--- src/rtl/lcd_fb_arbiter_pkg.sv ---
// Shared constants and types for the LCD framebuffer arbiter.
package lcd_pkg;
  localparam int H_ACT   = 800;
  localparam int V_ACT   = 480;
  localparam int FB_SIZE = H_ACT * V_ACT;
  localparam int ADDR_W  = 19;
  localparam int DATA_W  = 16;

  typedef logic [DATA_W-1:0] pixel_t;

  typedef enum logic {
    WAIT_SYNC = 1'b0,
    ACTIVE    = 1'b1
  } arb_state_t;
endpackage

--- src/rtl/lcd_fb_arbiter_if.sv ---
// Sync-generator, writer, RAM and panel signals seen by the framebuffer arbiter.
interface lcd_fb_arbiter_if #(
  parameter int ADDR_W = 19,
  parameter int DATA_W = 16
);
  logic              pix_tick;
  logic              den;
  logic              frame_st;
  logic              wr_req;
  logic [ADDR_W-1:0] wr_addr;
  logic [DATA_W-1:0] wr_data;
  logic              wr_ack;
  logic              wr_err;
  logic [ADDR_W-1:0] mem_addr;
  logic [DATA_W-1:0] mem_wdata;
  logic              mem_we;
  logic [DATA_W-1:0] mem_rdata;
  logic [DATA_W-1:0] pix_data;
  logic              pix_valid;
  logic              in_frame;
  logic              ovf_err;

  modport slave (
    input  pix_tick, den, frame_st, wr_req, wr_addr, wr_data, mem_rdata,
    output wr_ack, wr_err, mem_addr, mem_wdata, mem_we, pix_data, pix_valid,
           in_frame, ovf_err
  );

  modport master (
    output pix_tick, den, frame_st, wr_req, wr_addr, wr_data, mem_rdata,
    input  wr_ack, wr_err, mem_addr, mem_wdata, mem_we, pix_data, pix_valid,
           in_frame, ovf_err
  );
endinterface

--- src/rtl/lcd_fb_arbiter_scan.sv ---
// Scan-out address counter: reload on frame start, wrap at the last pixel,
// sticky overflow on any read after a wrap within the same frame.
module lcd_scan_addr #(
  parameter int          ADDR_W  = 19,
  parameter int unsigned FB_SIZE = 384000
) (
  input  logic              clk,
  input  logic              rst,
  input  logic              load,
  input  logic              inc,
  output logic [ADDR_W-1:0] addr,
  output logic              ovf
);
  logic wrapped;
  logic last;

  assign last = (addr == ADDR_W'(FB_SIZE - 1));

  always_ff @(posedge clk or posedge rst) begin
    if (rst) begin
      addr    <= '0;
      wrapped <= 1'b0;
      ovf     <= 1'b0;
    end else begin
      if (inc && wrapped) ovf <= 1'b1;
      // frame start beats the increment
      if (load) begin
        addr    <= '0;
        wrapped <= 1'b0;
      end else if (inc) begin
        addr <= last ? '0 : addr + ADDR_W'(1);
        if (last) wrapped <= 1'b1;
      end
    end
  end
endmodule

--- src/rtl/lcd_fb_arbiter.sv ---
// Single-port framebuffer arbiter: scan-out reads win, writer fills free cycles,
// read data is delivered to the panel with a fixed 2-cycle latency.
module lcd_fb_arbiter
  import lcd_pkg::*;
#(
  parameter int H_ACT    = lcd_pkg::H_ACT,
  parameter int V_ACT    = lcd_pkg::V_ACT,
  parameter int ADDR_W   = lcd_pkg::ADDR_W,
  parameter int DATA_W   = lcd_pkg::DATA_W,
  parameter bit BLANK_WR = 1'b0
) (
  input logic              clk,
  input logic              rst,
  lcd_fb_arbiter_if.slave  bus
);
  localparam int unsigned FB     = H_ACT * V_ACT;
  localparam int          STAGES = 2;

  arb_state_t        state, state_nxt;
  logic              scan_rd, blank_ok, grant, addr_bad, ovf;
  logic [ADDR_W-1:0] scan_addr, addr_q, mem_addr_c;
  logic [DATA_W-1:0] wdata_q, mem_wdata_c, pix_q;
  logic              mem_we_c;
  logic [STAGES:1]   vld_pipe;

  assign scan_rd  = (state == ACTIVE) && bus.pix_tick && bus.den;
  assign blank_ok = !BLANK_WR || (state != ACTIVE) || !bus.den;
  // grant is masked by rst so a pending request is never acked during reset
  assign grant    = !rst && bus.wr_req && !scan_rd && blank_ok;
  assign addr_bad = 32'(bus.wr_addr) >= FB;

  lcd_scan_addr #(.ADDR_W(ADDR_W), .FB_SIZE(FB)) u_scan (
    .clk  (clk),
    .rst  (rst),
    .load (bus.frame_st),
    .inc  (scan_rd),
    .addr (scan_addr),
    .ovf  (ovf)
  );

  always_comb begin
    state_nxt   = state;
    mem_addr_c  = addr_q;
    mem_wdata_c = wdata_q;
    mem_we_c    = 1'b0;
    if (state == WAIT_SYNC && bus.frame_st) state_nxt = ACTIVE;
    if (scan_rd) begin
      mem_addr_c = scan_addr;
    end else if (grant) begin
      mem_addr_c  = bus.wr_addr;
      mem_wdata_c = bus.wr_data;
      mem_we_c    = !addr_bad;
    end
  end

  always_ff @(posedge clk or posedge rst) begin
    if (rst) begin
      state    <= WAIT_SYNC;
      addr_q   <= '0;
      wdata_q  <= '0;
      vld_pipe <= '0;
      pix_q    <= '0;
    end else begin
      state    <= state_nxt;
      addr_q   <= mem_addr_c;
      wdata_q  <= mem_wdata_c;
      vld_pipe <= {vld_pipe[STAGES-1:1], scan_rd};
      // RAM data is valid the cycle after the address
      if (vld_pipe[STAGES-1]) pix_q <= bus.mem_rdata;
    end
  end

  assign bus.mem_addr  = mem_addr_c;
  assign bus.mem_wdata = mem_wdata_c;
  assign bus.mem_we    = mem_we_c;
  assign bus.wr_ack    = grant;
  assign bus.wr_err    = grant && addr_bad;
  assign bus.pix_data  = pix_q;
  assign bus.pix_valid = vld_pipe[STAGES];
  assign bus.in_frame  = (state == ACTIVE);
  assign bus.ovf_err   = ovf;
endmodule

--- src/flat_wrapper.sv ---
// flat-port wrapper written by rule: the top's interface ports become plain ports
module lcd_fb_arbiter_flat import lcd_pkg::*;
#(
  parameter int H_ACT    = lcd_pkg::H_ACT,
  parameter int V_ACT    = lcd_pkg::V_ACT,
  parameter int ADDR_W   = lcd_pkg::ADDR_W,
  parameter int DATA_W   = lcd_pkg::DATA_W,
  parameter bit BLANK_WR = 1'b0
)
  (clk, rst, bus_pix_tick, bus_den, bus_frame_st, bus_wr_req, bus_wr_addr, bus_wr_data, bus_mem_rdata, bus_wr_ack, bus_wr_err, bus_mem_addr, bus_mem_wdata, bus_mem_we, bus_pix_data, bus_pix_valid, bus_in_frame, bus_ovf_err);
  lcd_fb_arbiter_if #(.ADDR_W(ADDR_W), .DATA_W(DATA_W)) bus_i ();
  input logic clk;
  input logic rst;
  input wire logic [$bits(bus_i.pix_tick)-1:0] bus_pix_tick;
  input wire logic [$bits(bus_i.den)-1:0] bus_den;
  input wire logic [$bits(bus_i.frame_st)-1:0] bus_frame_st;
  input wire logic [$bits(bus_i.wr_req)-1:0] bus_wr_req;
  input wire logic [$bits(bus_i.wr_addr)-1:0] bus_wr_addr;
  input wire logic [$bits(bus_i.wr_data)-1:0] bus_wr_data;
  input wire logic [$bits(bus_i.mem_rdata)-1:0] bus_mem_rdata;
  output wire logic [$bits(bus_i.wr_ack)-1:0] bus_wr_ack;
  output wire logic [$bits(bus_i.wr_err)-1:0] bus_wr_err;
  output wire logic [$bits(bus_i.mem_addr)-1:0] bus_mem_addr;
  output wire logic [$bits(bus_i.mem_wdata)-1:0] bus_mem_wdata;
  output wire logic [$bits(bus_i.mem_we)-1:0] bus_mem_we;
  output wire logic [$bits(bus_i.pix_data)-1:0] bus_pix_data;
  output wire logic [$bits(bus_i.pix_valid)-1:0] bus_pix_valid;
  output wire logic [$bits(bus_i.in_frame)-1:0] bus_in_frame;
  output wire logic [$bits(bus_i.ovf_err)-1:0] bus_ovf_err;
  assign bus_i.pix_tick = bus_pix_tick;
  assign bus_i.den = bus_den;
  assign bus_i.frame_st = bus_frame_st;
  assign bus_i.wr_req = bus_wr_req;
  assign bus_i.wr_addr = bus_wr_addr;
  assign bus_i.wr_data = bus_wr_data;
  assign bus_i.mem_rdata = bus_mem_rdata;
  assign bus_wr_ack = bus_i.wr_ack;
  assign bus_wr_err = bus_i.wr_err;
  assign bus_mem_addr = bus_i.mem_addr;
  assign bus_mem_wdata = bus_i.mem_wdata;
  assign bus_mem_we = bus_i.mem_we;
  assign bus_pix_data = bus_i.pix_data;
  assign bus_pix_valid = bus_i.pix_valid;
  assign bus_in_frame = bus_i.in_frame;
  assign bus_ovf_err = bus_i.ovf_err;
  lcd_fb_arbiter #(.H_ACT(H_ACT), .V_ACT(V_ACT), .ADDR_W(ADDR_W), .DATA_W(DATA_W), .BLANK_WR(BLANK_WR)) u_core (.clk(clk), .rst(rst), .bus(bus_i));
endmodule
--- config.mk ---
export PLATFORM = sky130hd
export DESIGN_NAME = lcd_fb_arbiter_flat
export DESIGN_NICKNAME = d
export VERILOG_FILES = /design/src/rtl/lcd_fb_arbiter_pkg.sv /design/src/rtl/lcd_fb_arbiter_if.sv /design/src/rtl/lcd_fb_arbiter_scan.sv /design/src/rtl/lcd_fb_arbiter.sv /design/src/flat_wrapper.sv
export SDC_FILE = /design/constraint.sdc
export NUM_CORES = 1
export LEC_CHECK = 0
export CAP_MARGIN = 20
export CELL_PAD_IN_SITES_DETAIL_PLACEMENT = 2
export CELL_PAD_IN_SITES_GLOBAL_PLACEMENT = 2
export CORE_MARGIN = 3
export CORE_UTILIZATION = 28
export DETAILED_ROUTE_END_ITERATION = 12
export PLACE_DENSITY_LB_ADDON = 0.1
export SETUP_SLACK_MARGIN = 0.02
export SLEW_MARGIN = 20
export SYNTH_ARGS = -nofsm -noshare
export SYNTH_HDL_FRONTEND = slang
export SYNTH_HIERARCHICAL = 1
export SYNTH_SLANG_ARGS = --single-unit
export TNS_END_PERCENT = 20
--- constraint.sdc ---
create_clock -name clk -period 2.7 [get_ports clk]
set_input_delay 0.54 -clock clk [delete_from_list [all_inputs] [get_ports clk]]
set_output_delay 0.54 -clock clk [all_outputs]
set_load 0.05 [all_outputs]
==> impl_metrics.ini <==
[die]
die-height_um = 115.2
dieArea_sq_um = 13260
start_util_pct = 28.98
die_w_um = 115.2
core_region_area_sq_um = 11520
boundaryPins = 114
rows = 39

[critical_path]
r2r_start = u_core/u_scan/addr[0]
arrival_ps = 2120
crit_path_frequent_cell = buf_12
rr_worst_depth = 5
endpoint_kind = output pin
cp-start-kind = input pin
rr_endpoint = u_core/u_scan/addr[18]
path_cells = clkdlybuf4s50_1, and3_4, nand2b_4, buf_12, mux2_2, buf_12
rrSetupSlack_ps = 480
critical_path.slowest_cell = clkdlybuf4s50_1
path_max_fanout = 8
setup.worst_path.class = input pin to output pin
max_stage_delay_ps = 480
crit_required_ps = 2160
critPathTopFamily = buffers and inverters
crit_buf_inv = 3

[global_routing]
grt_overflow = 0
grt_pass1_vias = 2919
grt_first_pass_wirelength_mm = 16.46
grt_max_degree = 39
grtUsageTotal_pct = 16.28
antenna_found_initial = 0

[drt]
drtAntennaViolNets = 0
via_per_inst = 4.772
routedWlPerCell_um = 18.65
via_count = 2639
wirelength_mm = 10.31
drc = 0
drtIter0Drc = 82
firstDrtPassIters = 4

[timing]
setup-violations-final = 0
fmax_ghz = 0.3753
finClkSkew_ps = 6.362
fin_crit_sh_pct = 98.68
post-route-min-period_ps = 2664
relSlewSlack_pct = 53.32
worstMarginPinSlew_ps = 700.2
worst_slack_ps = 35.62
final_hold_viol_count = 0
drv_slew = 0
rsz0062_at_grt = true
finalHoldWorstSlack_ps = 459.0

[final_layout]
fin_cells = 553
fillers = 1136
num_antenna_cells = 0
nets = 464
layout-drive-gt1-share_pct = 29.02
post-route-util_pct = 46.62
syn_to_final_growth_pct = 60.89
final_cell_mix = 75 x clkdlybuf4s50_1, 75 x dfrtp_1, 36 x buf_12, 30 x nand2_1, 23 x mux2_2

[synthesis]
ys_async_sr_fraction_pct = 100.0
yosysWarnings = 6
synth_edf_count = 0
syn_inst = 276
yosysSeqAreaShare_pct = 56.24
ys.flop_type = dfrtp_1
ys_ff_latch = 75
netlist_area_sq_um = 3337
synth.net_count = 334
avgSynthCellArea_sq_um = 12.09
synthDistinctLibCells = 45

[placement]
numPortBuffers = 113
placedCellCount = 534
pre_cts_ws_ps = -31.25
place_hpwl_mm = 7.642
place_congestion = 0.7344

[clock_tree]
cts_buffer_depth = 2
cts_hold_buf = 0
clk_pin_slew_ps = 50
htree_levels = 3
tritoncts = done
insertion_delay_ps = 330
root_buffer = clkbuf_16
cts_buffers = 9
cts.sinks = 75

[outcome]
status = complete, no violations

[min_path]
min_to = u_core/u_scan/ovf
hold_path_class = flip-flop to flip-flop
min_path_cells = 1
hold_start = u_core/u_scan/ovf

[job]
cap_violations = 0

[power_and_ir_drop]
power_density_nw_per_um2 = 675.6
ir_drop_uv = 343.9
leakage_nw = 2.294
finalPower_mw = 3.627
## state kept, by name, summed over array words and instances, names as in the netlist
name and count:
u_core/vld_pipe 2, u_core/bus.pix_data 16, u_core/wdata_q 16, u_core/u_scan/wrapped 1, u_core/addr_q 19, u_core/u_scan/addr 19, u_core/u_scan/ovf 1, u_core/bus.in_frame 1
## routing by layer
metal	global-route usage, %	vias to the layer above	share of wire (%)
met3	4.579	5	5.1
met5	0	-	0
li1	-	1228	-
met4	5.164	0	0.93
met2	25.66	76	48
met1	21.73	1330	46
## worst max-delay path by stage
stage                             endpoint  depth (start not counted)        from
after floorplan           bus_mem_addr[10]                          5  bus_wr_req
after global placement    bus_mem_wdata[0]                          5     bus_den
after detailed placement  bus_mem_wdata[2]                          5     bus_den
after CTS                 bus_mem_addr[12]                          6  bus_wr_req
after global routing      bus_mem_wdata[0]                          6     bus_den
final                     bus_mem_wdata[0]                          6     bus_den
## metrics by stage
stage,setup TNS (ps),area (sq um)
2_1_floorplan,-637.7,3338
3_3_place_gp,-4.520,5002
3_5_place_dp,-231.7,5002
4_1_cts,0,5353
5_1_grt,-71.89,5369
6_report,0,5369
## synthesized netlist by cell type, types with 2 or more instances
master	number	area, sq um
buf_2	7	35.03
clkbuf_1	2	7.510
xnor2_1	4	35.03
or3_2	3	22.52
nand3_1	3	15.01
nand2_1	30	112.6
or4_1	2	15.01
mux2_2	25	281.5
inv_1	6	22.52
buf_6	4	45.04
o31ai_1	2	15.01
o21ai_1	2	10.01
and3_1	3	18.77
nand4_1	3	18.77
mux2i_1	19	190.2
nor2_1	13	48.80
a21oi_1	9	45.04
o21ai_0	24	120.1
dfrtp_1	75	1877
xor2_1	6	52.55
mux2_4	7	105.1
or3_1	4	25.02
## timing repair
item                                    in CTS  in global routing
hold endpoints to repair                     0                  0
resized for setup                            1                 18
buffers inserted                             4                  0
endpoints found under the setup margin      18                 25
## layout make-up
class                           instances  area, sq um  share of cell area, %
Clock buffer                           13        260.3                  4.847
Clock inverter                          2        35.03                 0.6525
Inverter                                6        22.52                 0.4195
Multi-Input combinational cell        182         1359                  25.31
Sequential cell                        75         1877                  34.96
Tap cell                              143        178.9                  3.333
Timing Repair Buffer                  132         1637                  30.48
## worst register-to-register path: stages, from the launching register on
cell,delay [ps]
dfrtp_1,420
ha_1,250
nand3_2,100
or4_1,680
or4_4,560
a21oi_2,140
## kinds of logic (layout without fill, tap and decap cells)
| family | after synthesis | in the layout | synth area share (%) |
|---|---|---|---|
| AO/OA/AOI/OAI | 45 | 45 | 7.837 |
| XOR/XNOR | 10 | 10 | 2.625 |
| adder cells (fa/ha/maj) | 1 | 1 | 0.3749 |
| buffers and inverters | 19 | 153 | 3.299 |
| flip-flops | 75 | 75 | 56.24 |
| multiplexers | 51 | 51 | 17.29 |
| AND/OR/NAND/NOR | 75 | 75 | 12.34 |
## power by group
part	total, mW	switching [mW]	internal (mW)	leakage (nW)
clock network	1.20	0.443	0.760	0.146
registers	1.28	0.0470	1.24	0.950
logic	1.14	0.634	0.508	1.20
Power figures use the tool's default switching activity.
